<file path="config.mk">
export PLATFORM = sky130hd
export DESIGN_NAME = seg7_scan_driver_flat
export DESIGN_NICKNAME = d
export VERILOG_FILES = /design/src/rtl/seg7_pkg.sv /design/src/rtl/seg7_scan_driver_if.sv /design/src/rtl/seg7_decode.sv /design/src/rtl/seg7_scan_driver.sv /design/src/flat_wrapper.sv
export SDC_FILE = /design/constraint.sdc
export NUM_CORES = 1
export LEC_CHECK = 0
export ABC_AREA = 1
export CAP_MARGIN = 25
export CORE_MARGIN = 2
export CORE_UTILIZATION = 30
export DETAILED_ROUTE_END_ITERATION = 16
export PLACE_DENSITY = 0.56
export SYNTH_ARGS = -nofsm -noshare
export SYNTH_HDL_FRONTEND = slang
export SYNTH_SLANG_ARGS = --single-unit
export TNS_END_PERCENT = 20
</file>
<file path="constraint.sdc">
create_clock -name clk -period 3.2 [get_ports clk]
set_input_delay 0.48 -clock clk [delete_from_list [all_inputs] [get_ports clk]]
set_output_delay 0.48 -clock clk [all_outputs]
set_load 0.05 [all_outputs]
</file>
<file path="src/rtl/seg7_pkg.sv">
// seg7_pkg: shared constants, segment glyph table and display-word type for the seg7 scan driver
package seg7_pkg;
  localparam int NUM_DIGITS = 4;
  // Active-low {g,f,e,d,c,b,a} glyphs for nibbles 0-F
  localparam logic [6:0] SEG_TABLE [16] = '{
    7'b1000000, 7'b1111001, 7'b0100100, 7'b0110000,
    7'b0011001, 7'b0010010, 7'b0000010, 7'b1111000,
    7'b0000000, 7'b0010000, 7'b0001000, 7'b0000011,
    7'b1000110, 7'b0100001, 7'b0000110, 7'b0001110
  };
  typedef struct packed {
    logic [15:0] digits;
    logic        dp_en;
    logic [1:0]  dp_pos;
  } word_t;
endpackage

</file>
<file path="src/rtl/seg7_scan_driver_if.sv">
// seg7_scan_driver_if: load handshake and display pins of the scan driver
//   load_valid/load_ready/digits_bcd/dp_en/dp_pos : word offer handshake
//   an/seg/dp_n                                   : active-low display drive
interface seg7_scan_driver_if;
  logic        load_valid;
  logic        load_ready;
  logic [15:0] digits_bcd;
  logic        dp_en;
  logic [1:0]  dp_pos;
  logic [3:0]  an;
  logic [6:0]  seg;
  logic        dp_n;
  modport master (output load_valid, digits_bcd, dp_en, dp_pos, input load_ready, an, seg, dp_n);
  modport slave (input load_valid, digits_bcd, dp_en, dp_pos, output load_ready, an, seg, dp_n);
endinterface

</file>
<file path="src/rtl/seg7_decode.sv">
// seg7_decode: nibble to active-low 7-segment glyph
//   i_nib : hex nibble
//   o_seg : {g,f,e,d,c,b,a}, active-low
module seg7_decode
  import seg7_pkg::*;
(
  input  logic [3:0] i_nib,
  output logic [6:0] o_seg
);
  assign o_seg = SEG_TABLE[i_nib];
endmodule

</file>
<file path="src/rtl/seg7_scan_driver.sv">
// seg7_scan_driver: 4-digit multiplexed 7-segment driver with frame-synchronous word update
//   clk, rst : clock, asynchronous active-high reset
//   bus      : seg7_scan_driver_if.slave (load handshake in, an/seg/dp_n out)
//   SEG7_LZ_BLANK_EN : when defined, leading zero digits (k>=1) are blanked
module seg7_scan_driver
  import seg7_pkg::*;
#(
  parameter int CLK_HZ     = 10_000_000,
  parameter int REFRESH_HZ = 250,
  parameter int TICK_DIV   = CLK_HZ / (4 * REFRESH_HZ)
) (
  input  logic clk,
  input  logic rst,
  seg7_scan_driver_if.slave bus
);
  localparam int TW = TICK_DIV > 2 ? $clog2(TICK_DIV) : 1;
  logic [TW-1:0] r_tick;
  logic [1:0]    r_idx;
  word_t         r_active, r_shadow;
  logic          r_pending;
  logic [3:0]    r_an;
  logic [6:0]    r_seg;
  logic          r_dp_n;
  logic          w_wrap, w_frame, w_xfer, w_dp_n;
  logic [3:0]    w_nib;
  logic [6:0]    w_glyph, w_seg;
  assign w_wrap  = r_tick == TW'(TICK_DIV - 1);
  assign w_frame = w_wrap && r_idx == 2'(NUM_DIGITS - 1);
  assign w_xfer  = bus.load_valid && !r_pending;
  assign w_nib   = r_active.digits[r_idx*4 +: 4];
  assign w_dp_n  = !(r_active.dp_en && r_active.dp_pos == r_idx);
  seg7_decode u_decode (.i_nib(w_nib), .o_seg(w_glyph));
`ifdef SEG7_LZ_BLANK_EN
  logic w_blank;
  // Blank when this and all higher nibbles are zero, unless a visible decimal point sits at or left of it
  assign w_blank = r_idx != 2'd0 && (r_active.digits >> {r_idx, 2'b00}) == 16'd0
                   && !(r_active.dp_en && r_active.dp_pos >= r_idx);
  assign w_seg   = w_blank ? 7'h7F : w_glyph;
`else
  assign w_seg   = w_glyph;
`endif
  always_ff @(posedge clk or posedge rst) begin
    if (rst) begin
      r_tick <= '0;
      r_idx  <= '0;
    end else begin
      r_tick <= w_wrap ? '0 : r_tick + 1'b1;
      if (w_wrap) r_idx <= r_idx + 1'b1;
    end
  end
  // Commit and capture are exclusive: capture needs pending=0, commit needs pending=1
  always_ff @(posedge clk or posedge rst) begin
    if (rst) begin
      r_active  <= '0;
      r_shadow  <= '0;
      r_pending <= 1'b0;
    end else if (w_frame && r_pending) begin
      r_active  <= r_shadow;
      r_pending <= 1'b0;
    end else if (w_xfer) begin
      r_shadow  <= '{digits: bus.digits_bcd, dp_en: bus.dp_en, dp_pos: bus.dp_pos};
      r_pending <= 1'b1;
    end
  end
  always_ff @(posedge clk or posedge rst) begin
    if (rst) begin
      r_an   <= 4'hF;
      r_seg  <= 7'h7F;
      r_dp_n <= 1'b1;
    end else begin
      r_an   <= ~(4'b0001 << r_idx);
      r_seg  <= w_seg;
      r_dp_n <= w_dp_n;
    end
  end
  assign bus.load_ready = !r_pending;
  assign bus.an         = r_an;
  assign bus.seg        = r_seg;
  assign bus.dp_n       = r_dp_n;
endmodule

</file>
<file path="src/flat_wrapper.sv">
// flat-port wrapper written by rule: the top's interface ports become plain ports
module seg7_scan_driver_flat import seg7_pkg::*;
#(
  parameter int CLK_HZ     = 10_000_000,
  parameter int REFRESH_HZ = 250,
  parameter int TICK_DIV   = CLK_HZ / (4 * REFRESH_HZ)
)
  (clk, rst, bus_load_valid, bus_digits_bcd, bus_dp_en, bus_dp_pos, bus_load_ready, bus_an, bus_seg, bus_dp_n);
  seg7_scan_driver_if bus_i ();
  input  logic clk;
  input  logic rst;
  input wire logic [$bits(bus_i.load_valid)-1:0] bus_load_valid;
  input wire logic [$bits(bus_i.digits_bcd)-1:0] bus_digits_bcd;
  input wire logic [$bits(bus_i.dp_en)-1:0] bus_dp_en;
  input wire logic [$bits(bus_i.dp_pos)-1:0] bus_dp_pos;
  output wire logic [$bits(bus_i.load_ready)-1:0] bus_load_ready;
  output wire logic [$bits(bus_i.an)-1:0] bus_an;
  output wire logic [$bits(bus_i.seg)-1:0] bus_seg;
  output wire logic [$bits(bus_i.dp_n)-1:0] bus_dp_n;
  assign bus_i.load_valid = bus_load_valid;
  assign bus_i.digits_bcd = bus_digits_bcd;
  assign bus_i.dp_en = bus_dp_en;
  assign bus_i.dp_pos = bus_dp_pos;
  assign bus_load_ready = bus_i.load_ready;
  assign bus_an = bus_i.an;
  assign bus_seg = bus_i.seg;
  assign bus_dp_n = bus_i.dp_n;
  seg7_scan_driver #(.CLK_HZ(CLK_HZ), .REFRESH_HZ(REFRESH_HZ), .TICK_DIV(TICK_DIV)) u_core (.clk(clk), .rst(rst), .bus(bus_i));
endmodule
</file>
==> impl_results.md <==
- Synth Net Count: 393
- Arrival @ worst endpoint: 1.66 ns
- Fin. max-slew vios: 0
- Mapped Area: 3300 um2
- Worst setup path endpoint: bus_seg[4]
- Worst path depth: 1
- Initial antenna violation count: 0
- Gr usage total: 11.9%
- CTS H-Tree Depth: 3
- Vias in the first global route: roughly 2400
- Worst-path cell chain: clkdlybuf4s50_1
- TritonCTS buffer count: 9
- Combinational share of power: 4.0%
- Via density: 4.32
- Die W: approximately 110 um
- CTS tree: done
- I/O Pins: 35
- WL/cell: 11.3 um
- Die area: 11900 um2
- Final wirelength: 6100 um
- Seq pwr share: 53.4%
- Congestion Overflow GR: 0
- First-pass GRT wire length: 11200 um
- Status: finished clean
- Slowest CP cell: clkdlybuf4s50_1
- Hold Buf Count CTS: 0
- Antenna diodes: 0
- Post-route ant nets: 0
- Clock tree buffer depth: 2
- PostCTS Resize Cnt: 0
- Core ar.: 10800 um2
- R2r startpoint: u_core.r_idx[0]
- Final Wtd Congestion: 0.785
- Slew at the pin with the worst max-slew slack: between 0.8 and 0.9 ns
- MaxCap Viol Count: 0
- Share of the yosys chip area belonging to registers: between 50% and 60%
- Largest net degree at the start of global routing: 68
- Worst skew pair latency: 0.34 ns
- Dpl hpwl: ~4400 um
- DR vias: 2338
- Post-synth cell types: 27
- RSZ-0062 raised after global routing: no
- Starting DRT DRC Count: 80
- Crit path buf inv count: 1
- FMAX: 468 MHz
- Setup ws final: 1.06 ns
- I/O Buffers: 34
- Final count of hold timing violations: 0
- Reg2reg setup slack: 1.08 ns
- Yosys reg bits: 67
- Die H: around 110 um
- First-pass iteration count of the detailed router: 4
- Hold WC Path Type: register to register
- Fin nets: 429
- Final setup viols: 0
- Drc violations: 0
- P_int: between 1 and 1.5 mW
- Worst-case reg-to-reg path depth: 6
- Syn Inst Count: 360
- Crit start category: register
- Pre-CTS setup slack: 1.07 ns
- NetSw: 0.369 mW
- Setup TNS: 0 ns
- Share of layout cells above drive strength 1: 18.5%
- Worst EP required: about 2.7 ns
- Post-CTS Setup Bufs: 0
- Beginning of the critical path: u_core.bus.seg[4]
- Starting density of the core: 30.6%
- Crit end category: output pin
- Pwr dens: roughly 420 nW/um2
- Clock power frac: 42.6%
- Switching Share: between 20 and 25%
- Rows: 38
- Slew headroom: 45.3%
- Leakage power figure: 1.97 nW
- Final min period: 2.14 ns
- Syn Area/Cell: 9.17 um2
- Clock transition at the registers of the reported paths: around 0.07 ns
- Crit path max fanout: 1
- YS warnings: 0
- Period Utilization, post-route: about 67%
- Clk sink count: 67
- Reg-to-Reg End: u_core.r_active[13]
- CP delay by family, top: buffers and inverters
- VDD IR max: about 0.28 mV
- Layout area overhead: 19.3%
- Critical path class: register to output pin
- Root Buffer: clkbuf_8
- Worst Skew: between 0.007 and 0.008 ns
- CP peak stage delay: 0.80 ns
-- Yosys cell counts (all sizes together) --
cell type | instances | share of area [%]
a21oi | 1 | 0.15
dfstp | 12 | 9.6
nand2 | 129 | 16
nor2 | 21 | 3.0
nand3 | 28 | 5.0
ha | 11 | 4.2
dfrtp | 55 | 42
nand4 | 21 | 4.0
nor3 | 3 | 0.80
buf | 11 | 2.9
xnor2 | 3 | 0.80
inv | 37 | 4.2
xor2 | 1 | 0.27
mux2 | 19 | 6.5
o21ai | 8 | 1.4
-- final cells by class --
type                    instances  area (um2)
flip-flops and latches         67        1690
multi-input cells             245        1380
clock inverters                 6        63.8
inverters                      37         139
fillers                      1127        6860
well taps                     140         175
clock buffers                  10         138
repair buffers                 36         355
-- power groups by stage --
stage                     clock [mW]  combinational, mW  sequential (mW)
after floorplan                    0             0.0351            0.900
after global placement             0             0.0675            0.906
after detailed placement           0             0.0693            0.907
after CTS                      0.738             0.0693            0.890
after global routing           0.779             0.0750            0.893
final                          0.709             0.0665            0.890
-- through the flow --
stage	power (mW)	hold WS (ns)	instance area, um2	cells	util [%]
2_1_floorplan	0.935	0.403	3300	360	-
3_5_place_dp	0.976	0.459	3740	525	34.6
5_1_grt	1.75	0.492	3940	541	36.5
6_report	1.67	0.461	3940	541	36.5
3_3_place_gp	0.973	0.459	3740	525	34.6
4_1_cts	1.70	0.474	3940	541	36.5
-- worst min path at each step --
stage	from	end	slack [ns]	cells after the start
floorplan	u_core.r_active[2]	u_core.bus.dp_n	0.40	1
global placement	u_core.r_active[8]	u_core.r_active[8]	0.46	2
detailed placement	u_core.r_active[8]	u_core.r_active[8]	0.46	2
CTS	u_core.r_active[2]	u_core.bus.dp_n	0.47	1
global route	u_core.r_active[2]	u_core.bus.dp_n	0.49	1
finish	u_core.r_active[2]	u_core.bus.dp_n	0.46	1
-- cells in the final DEF (no fill, tap or decap), drive strengths merged --
master	instances
nand4	21
clkdlybuf4s50	34
nor2	21
mux2	19
o21ai	8
xor2	1
buf	2
nor3	3
clkbuf	10
clkinvlp	2
clkinv	2
a21oi	1
ha	11
nand2	129
xnor2	3
inv	38
dfrtp	55
dfstp	12
nand3	28
bufinv	1
-- metal layers --
layer	vias up	track usage, %	share of wire, %
met5	-	0	0
met4	0	4.03	1.5
met3	10	3.89	4.8
met2	49	18.1	44
met1	1055	16.0	50
li1	1224	-	-
-- kinds of logic after synthesis --
logic type / share of synthesized area (%)
AO/OA/AOI/OAI: 1.59
XOR/XNOR: 1.06
adder cells (fa/ha/maj): 4.17
buffers and inverters: 7.09
flip-flops: 51.3
multiplexers: 6.48
AND/OR/NAND/NOR: 28.4
-- state kept, by name (all words and copies together) (netlist names) --
name,count
u_core.bus.an,4
u_core.bus.dp_n,1
u_core.bus.seg,7
u_core.r_active,19
u_core.r_idx,2
u_core.r_pending,1
u_core.r_shadow,19
u_core.r_tick,14
Power figures use the tool's default switching activity.
